## src/rtl/pwm_link_pkg.sv

```systemverilog
// Shared definitions for the PWM link: frame geometry, the capture FSM state set
// and small helpers used on both the generator and the capture side.
package pwm_link_pkg;

    localparam int FRAME_LEN = 32;
    localparam int DATA_W    = 5;

    typedef enum logic [1:0] {
        IDLE  = 2'd0,
        HIGH  = 2'd1,
        GUARD = 2'd2,
        STUCK = 2'd3
    } pwm_state_e;

    localparam logic [DATA_W-1:0] WIN_LAST = 5'd31;

    // True on the final cycle of a frame window.
    function automatic logic is_last_cycle(input logic [DATA_W-1:0] win);
        return (win == WIN_LAST);
    endfunction

endpackage

```

## src/rtl/pwm_sync.sv

```systemverilog
// Input synchronizer for the asynchronous PWM line: a SYNC_STAGES flop chain
// plus one extra flop giving the previous synchronized sample for edge detection.
module pwm_sync #(
    parameter int SYNC_STAGES = 2
) (
    input  logic in_clock,
    input  logic in_reset_n,
    input  logic in_pwm,
    output logic s,
    output logic s_prev
);

    logic [SYNC_STAGES-1:0] sync_r;
    logic                   prev_r;

    // Shift the raw line through the chain and keep one sample of history.
    always_ff @(posedge in_clock or negedge in_reset_n) begin
        if (!in_reset_n) begin
            sync_r <= {SYNC_STAGES{1'b0}};
            prev_r <= 1'b0;
        end else begin
            sync_r <= {sync_r[SYNC_STAGES-2:0], in_pwm};
            prev_r <= sync_r[SYNC_STAGES-1];
        end
    end

    assign s      = sync_r[SYNC_STAGES-1];
    assign s_prev = prev_r;

endmodule

```

## src/rtl/pwm_capture_axi_stream.sv

```systemverilog
// PWM capture: measures the high time of each 32-cycle frame on a synchronized
// PWM line and presents it on a single-entry AXI-Stream output register.
module pwm_capture_axi_stream
    import pwm_link_pkg::*;
#(
    parameter int SYNC_STAGES = 2
) (
    input  logic              in_clock,
    input  logic              in_reset_n,
    input  logic              in_pwm,
    input  logic              in_ready,
    output logic              out_valid,
    output logic [DATA_W-1:0] out_data,
    output logic              out_overrun,
    output logic              out_frame_err
);

    logic [1:0]             rst_sync_r;
    logic                   rst_n_s;
    logic [SYNC_STAGES-1:0] fill_r;
    logic                   s_s;
    logic                   s_prev_s;
    logic                   armed_r;
    logic                   rise_s;

    pwm_state_e             state_r;
    pwm_state_e             state_nx_s;
    logic [DATA_W-1:0]      win_r;
    logic [DATA_W-1:0]      win_nx_s;
    logic [DATA_W-1:0]      width_r;
    logic [DATA_W-1:0]      width_nx_s;
    logic                   publish_s;
    logic                   err_set_s;

    logic                   valid_r;
    logic [DATA_W-1:0]      data_r;
    logic                   overrun_r;
    logic                   frame_err_r;
    logic                   accept_s;
    logic                   load_s;
    logic                   drop_s;

    // Reset is taken asynchronously and released on a clock edge.
    always_ff @(posedge in_clock or negedge in_reset_n) begin
        if (!in_reset_n) begin
            rst_sync_r <= 2'b00;
        end else begin
            rst_sync_r <= {rst_sync_r[0], 1'b1};
        end
    end

    assign rst_n_s = rst_sync_r[1];

    pwm_sync #(
        .SYNC_STAGES (SYNC_STAGES)
    ) u_sync (
        .in_clock   (in_clock),
        .in_reset_n (rst_n_s),
        .in_pwm     (in_pwm),
        .s          (s_s),
        .s_prev     (s_prev_s)
    );

    // A line already high when reset releases must not look like a fresh edge:
    // edges count only after the chain has filled and a low sample was seen.
    always_ff @(posedge in_clock or negedge rst_n_s) begin
        if (!rst_n_s) begin
            fill_r  <= {SYNC_STAGES{1'b0}};
            armed_r <= 1'b0;
        end else begin
            fill_r  <= {fill_r[SYNC_STAGES-2:0], 1'b1};
            armed_r <= armed_r | (fill_r[SYNC_STAGES-1] & ~s_s);
        end
    end

    assign rise_s = s_s & ~s_prev_s & armed_r;

    // win_r holds the index of the current frame cycle; the edge cycle is index 0,
    // so the value loaded on an edge is already 1.
    always_comb begin
        state_nx_s = state_r;
        win_nx_s   = win_r + 5'd1;
        width_nx_s = width_r;
        publish_s  = 1'b0;
        err_set_s  = 1'b0;
        case (state_r)
            IDLE: begin
                if (rise_s) begin
                    win_nx_s   = 5'd1;
                    width_nx_s = 5'd1;
                    state_nx_s = HIGH;
                end else begin
                    state_nx_s = IDLE;
                end
            end
            HIGH: begin
                if (s_s) begin
                    if (is_last_cycle(win_r)) begin
                        err_set_s  = 1'b1;
                        state_nx_s = STUCK;
                    end else begin
                        width_nx_s = width_r + 5'd1;
                    end
                end else begin
                    publish_s  = 1'b1;
                    state_nx_s = is_last_cycle(win_r) ? IDLE : GUARD;
                end
            end
            GUARD: begin
                if (rise_s && !is_last_cycle(win_r)) begin
                    err_set_s  = 1'b1;
                    win_nx_s   = 5'd1;
                    width_nx_s = 5'd1;
                    state_nx_s = HIGH;
                end else if (is_last_cycle(win_r)) begin
                    state_nx_s = IDLE;
                end else begin
                    state_nx_s = GUARD;
                end
            end
            STUCK: begin
                if (!s_s) begin
                    state_nx_s = IDLE;
                end else begin
                    state_nx_s = STUCK;
                end
            end
            default: begin
                state_nx_s = IDLE;
            end
        endcase
    end

    // Capture FSM and frame counters.
    always_ff @(posedge in_clock or negedge rst_n_s) begin
        if (!rst_n_s) begin
            state_r <= IDLE;
            win_r   <= 5'd0;
            width_r <= 5'd0;
        end else begin
            state_r <= state_nx_s;
            win_r   <= win_nx_s;
            width_r <= width_nx_s;
        end
    end

    assign accept_s = valid_r & in_ready;
    assign load_s   = publish_s & (~valid_r | accept_s);
    assign drop_s   = publish_s & valid_r & ~in_ready;

    // Single-entry output beat plus the sticky error flags.
    always_ff @(posedge in_clock or negedge rst_n_s) begin
        if (!rst_n_s) begin
            valid_r     <= 1'b0;
            data_r      <= 5'd0;
            overrun_r   <= 1'b0;
            frame_err_r <= 1'b0;
        end else begin
            if (load_s) begin
                valid_r <= 1'b1;
                data_r  <= width_r;
            end else if (accept_s) begin
                valid_r <= 1'b0;
            end
            overrun_r   <= overrun_r | drop_s;
            frame_err_r <= frame_err_r | err_set_s;
        end
    end

    assign out_valid     = valid_r;
    assign out_data      = data_r;
    assign out_overrun   = overrun_r;
    assign out_frame_err = frame_err_r;

endmodule

```

## config.mk

```make
export PLATFORM = sky130hd
export DESIGN_NAME = pwm_capture_axi_stream
export DESIGN_NICKNAME = d
export VERILOG_FILES = /design/src/rtl/pwm_link_pkg.sv /design/src/rtl/pwm_sync.sv /design/src/rtl/pwm_capture_axi_stream.sv
export SDC_FILE = /design/constraint.sdc
export NUM_CORES = 1
export LEC_CHECK = 0
export CAP_MARGIN = 20
export CORE_MARGIN = 3
export CORE_UTILIZATION = 46
export DETAILED_ROUTE_END_ITERATION = 16
export HOLD_SLACK_MARGIN = 0.1
export PLACE_DENSITY_LB_ADDON = 0.1
export SLEW_MARGIN = 20
export SYNTH_ARGS = -nofsm -noshare
export SYNTH_HDL_FRONTEND = slang
export SYNTH_SLANG_ARGS = --single-unit
```

## constraint.sdc

```tcl
create_clock -name in_clock -period 1.86 [get_ports in_clock]
set_input_delay 0.186 -clock in_clock [delete_from_list [all_inputs] [get_ports in_clock]]
set_output_delay 0.186 -clock in_clock [all_outputs]
set_load 0.05 [all_outputs]
```

==> impl_metrics.json <==
{
  "maxSlewHeadroom_pct": 66.68,
  "floorplan.initialDensity_pct": 49.90,
  "synth_enable_flop_cells": 0,
  "required_ns": 2.09,
  "antenna_cells": 0,
  "report.power.total_mw": 2.305,
  "share_of_yosys_cell_area_claimed_by_the_top_area_cell_type_pct": 55.17,
  "synth_top_cells_by_count": "28 x sky130_fd_sc_hd__dfrtp_1, 8 x sky130_fd_sc_hd__nand3_1, 7 x sky130_fd_sc_hd__ha_1",
  "path_delay_family": "simple AND/OR/NAND/NOR gates",
  "cellLeakagePower_nw": 0.7588,
  "place_hpwl_um": 1684,
  "finalCoreUtilization_pct": 63.23,
  "combined_buffer_and_inverter_count_along_the_critical_path": 0,
  "min_period_ns": 1.856,
  "maximum_number_of_pins_on_one_net_before_global_route_repair": 27,
  "drive_above_1_share_pct": 25.36,
  "synth.yosys.warnings": 0,
  "worst-endpoint-arrival_ns": 2.08,
  "remaining_drc_errors": 0,
  "gr-usage-all-layers_pct": 16.19,
  "async_reset_ff_share_pct": 100.0,
  "critical_path.slowest_cell": "sky130_fd_sc_hd__dfrtp_1",
  "syn_area_per_cell_sq_um": 12.09,
  "status": "complete, no violations",
  "final_weighted_congestion_of_routability_driven_global_placement": 0.7807,
  "routed-via-count": 938,
  "pwr_density_nw_per_um2": 1432,
  "cts_made_buffers": 3,
  "place.port_buffers": 11,
  "period_utilization_pct": 99.77,
  "level_count_of_the_clock_h_tree": 1,
  "gate_count_after_technology_mapping": 105,
  "floorplan.core_area_sq_um": 2545,
  "yosys-top-cells-area": "sky130_fd_sc_hd__dfrtp_1 55%, sky130_fd_sc_hd__ha_1 6.9%, sky130_fd_sc_hd__mux2_2 4.4%",
  "grt_antenna_before_repair": 0,
  "fmaxAchievable_mhz": 538.9,
  "die_height_um": 58.55,
  "timing.final.hold_violations": 0,
  "layout.area.seq_sq_um": 700.7,
  "final-setup-viol-count": 0,
  "tritoncts": "yes",
  "postRouteWirelength_um": 2509,
  "nNetsFinal": 150,
  "cp_cell_sequence": "ha_2, and4_1, o21a_1, or3_4, mux2_4",
  "rr_endpoint": "width_r[0]$_DFFE_PN0P_",
  "detail-route-antenna-nets": 0,
  "area_growth_pct": 26.70,
  "number_of_placement_rows": 18,
  "timing.hold.worst.class": "flop to asynchronous set/reset pin",
  "numPlacedInstances": 154,
  "place_area_sq_um": 1474,
  "crit_fanout": 5,
  "rrSetupSlack_ns": 0.004,
  "critical_path_class": "flop to flop",
  "layoutNonFillerInstCount": 168,
  "timing.critical_path.from_type": "flop",
  "floorplan.io_pins": 12,
  "die_width_um": 58.55,
  "syn-cell-area_sq_um": 1270,
  "vdd_ir_drop_max_mv": 0.8444,
  "first_pass_iters": 4,
  "postSynth.topFlopCell": "sky130_fd_sc_hd__dfrtp_1",
  "postSynthRegisterBits": 28,
  "detail_route.vias_per_cell": 5.583,
  "worst-slew-pin-transition_ns": 0.4983,
  "max_cap_viol": 0,
  "insertion_delay_ns": 0.32,
  "grt_overflow": 0,
  "first_iter_violations": 28,
  "grt_pass1_vias": 921,
  "cp-end-kind": "flop",
  "synthDistinctLibCells": 35,
  "worst_r2r_startpoint": "win_r[1]$_DFF_PN0_",
  "cts.root.buffer_cell": "sky130_fd_sc_hd__clkbuf_4",
  "cts.sinks": 28,
  "register_area_share_after_synthesis_pct": 55.17,
  "multi_input_comb_area_sq_um": 548.0,
  "wire_per_inst_um": 14.93,
  "nFillCells": 205,
  "die_area_sq_um": 3428,
  "synthMostInstantiatedCell": "sky130_fd_sc_hd__dfrtp_1",
  "grt_pass1_wl_um": 4126,
  "reg2reg_depth": 5,
  "post-synth-top-area-cell": "sky130_fd_sc_hd__dfrtp_1",
  "clk_transition_reported_paths_ns": 0.15,
  "clock_path_buffers": 2,
  "cp_slowest_stage_delay_ns": 0.43,
  "maxSlewViolCount": 0,
  "post-route-cell-area_sq_um": 1609,
  "clock_skew_ns": 0.003239,
  "worst-path-stages": 5
}
-- sequential cells by signal, summed over array words and instances, names as in the netlist --
name,count
out_data,5
width_r,5
win_r,5
fill_r,2
rst_sync_r,2
state_r,2
u_sync.sync_r,2
armed_r,1
out_frame_err,1
out_overrun,1
out_valid,1
u_sync.s_prev,1
-- per-layer routing --
layer  routed length (um)  share of wire (%)  GRT usage [%]  vias up
met1                 1096                 44          19.80      472
met3                   59                2.4          2.632        4
li1                     -                  -              -      444
met4                   26                1.0          7.285        0
met5                    0                  0              0        -
met2                 1327                 53          27.91       18
-- worst max path at each step --
stage,slack (ns),from,to
2_1_floorplan,0.04,win_r[0]$_DFF_PN0_,width_r[0]$_DFFE_PN0P_
3_3_place_gp,0.07,win_r[0]$_DFF_PN0_,width_r[0]$_DFFE_PN0P_
3_5_place_dp,0.02,win_r[0]$_DFF_PN0_,width_r[2]$_DFFE_PN0P_
4_1_cts,0.02,win_r[0]$_DFF_PN0_,width_r[2]$_DFFE_PN0P_
5_1_grt,-0.02,win_r[1]$_DFF_PN0_,width_r[0]$_DFFE_PN0P_
6_report,0.004,win_r[1]$_DFF_PN0_,width_r[0]$_DFFE_PN0P_
-- layout by cell type (no fill, tap or decap), drive strengths merged, types with 4 or more instances in the layout --
master         Yosys  routed
o211ai             4       4
nor2               6       6
dfrtp             28      28
buf                1      18
ha                 7       7
clkdlybuf4s50      0      11
nand2              5       5
o21ai              4       4
inv                4       4
nand3              8       8
mux2               6       6
-- stage by stage --
stage | hold slack [ns] | worst slack, ns | TNS (ns)
6_report | 0.2497 | 0.004221 | 0
5_1_grt | 0.2779 | -0.02043 | -0.03205
4_1_cts | 0.2683 | 0.01763 | 0
3_5_place_dp | 0.2519 | 0.02060 | 0
3_3_place_gp | 0.2351 | 0.07288 | 0
2_1_floorplan | -0.1096 | 0.04274 | 0
-- worst reg2reg max path, cell delays in order (launching register included) --
cell                      delay [ns]
sky130_fd_sc_hd__dfrtp_1        0.43
sky130_fd_sc_hd__ha_2           0.22
sky130_fd_sc_hd__and4_1         0.20
sky130_fd_sc_hd__o21a_1         0.21
sky130_fd_sc_hd__or3_4          0.40
sky130_fd_sc_hd__mux2_4         0.30
-- logic make-up after synthesis --
| family | count (synthesis) | synth area share [%] |
|---|---|---|
| AO/OA/AOI/OAI | 24 | 13.60 |
| XOR/XNOR | 3 | 2.069 |
| flip-flops | 28 | 55.17 |
| multiplexers | 6 | 5.615 |
| buffers and inverters | 6 | 2.364 |
| adder cells (fa/ha/maj) | 7 | 6.896 |
| AND/OR/NAND/NOR | 30 | 13.99 |
| other | 1 | 0.2953 |
-- area by class of cell --
type                       instances  share of cell area, %
tap                               30                  2.333
multi-input combinational         72                  34.06
clock inverter                     1                  1.866
inverter                           4                 0.9331
clock buffer                       3                  1.400
sequential                        28                  43.55
timing repair buffer              30                  15.86
-- where the power goes --
group          internal [mW]  switching [mW]  total, mW
logic                  0.465           0.559       1.02
clock network          0.218           0.178      0.396
registers              0.759           0.126      0.885
total                   1.44           0.863       2.30
-- repair_timing --
item | CTS | global route
hold buffers | 1 | 0
buffers inserted | 1 | 8
setup endpoints to repair | 1 | 2
pin swaps | 0 | 5
resized for setup | 0 | 2
gates cloned | 0 | 0
endpoints found under the hold margin | 2 | 0
Power figures use the tool's default switching activity.
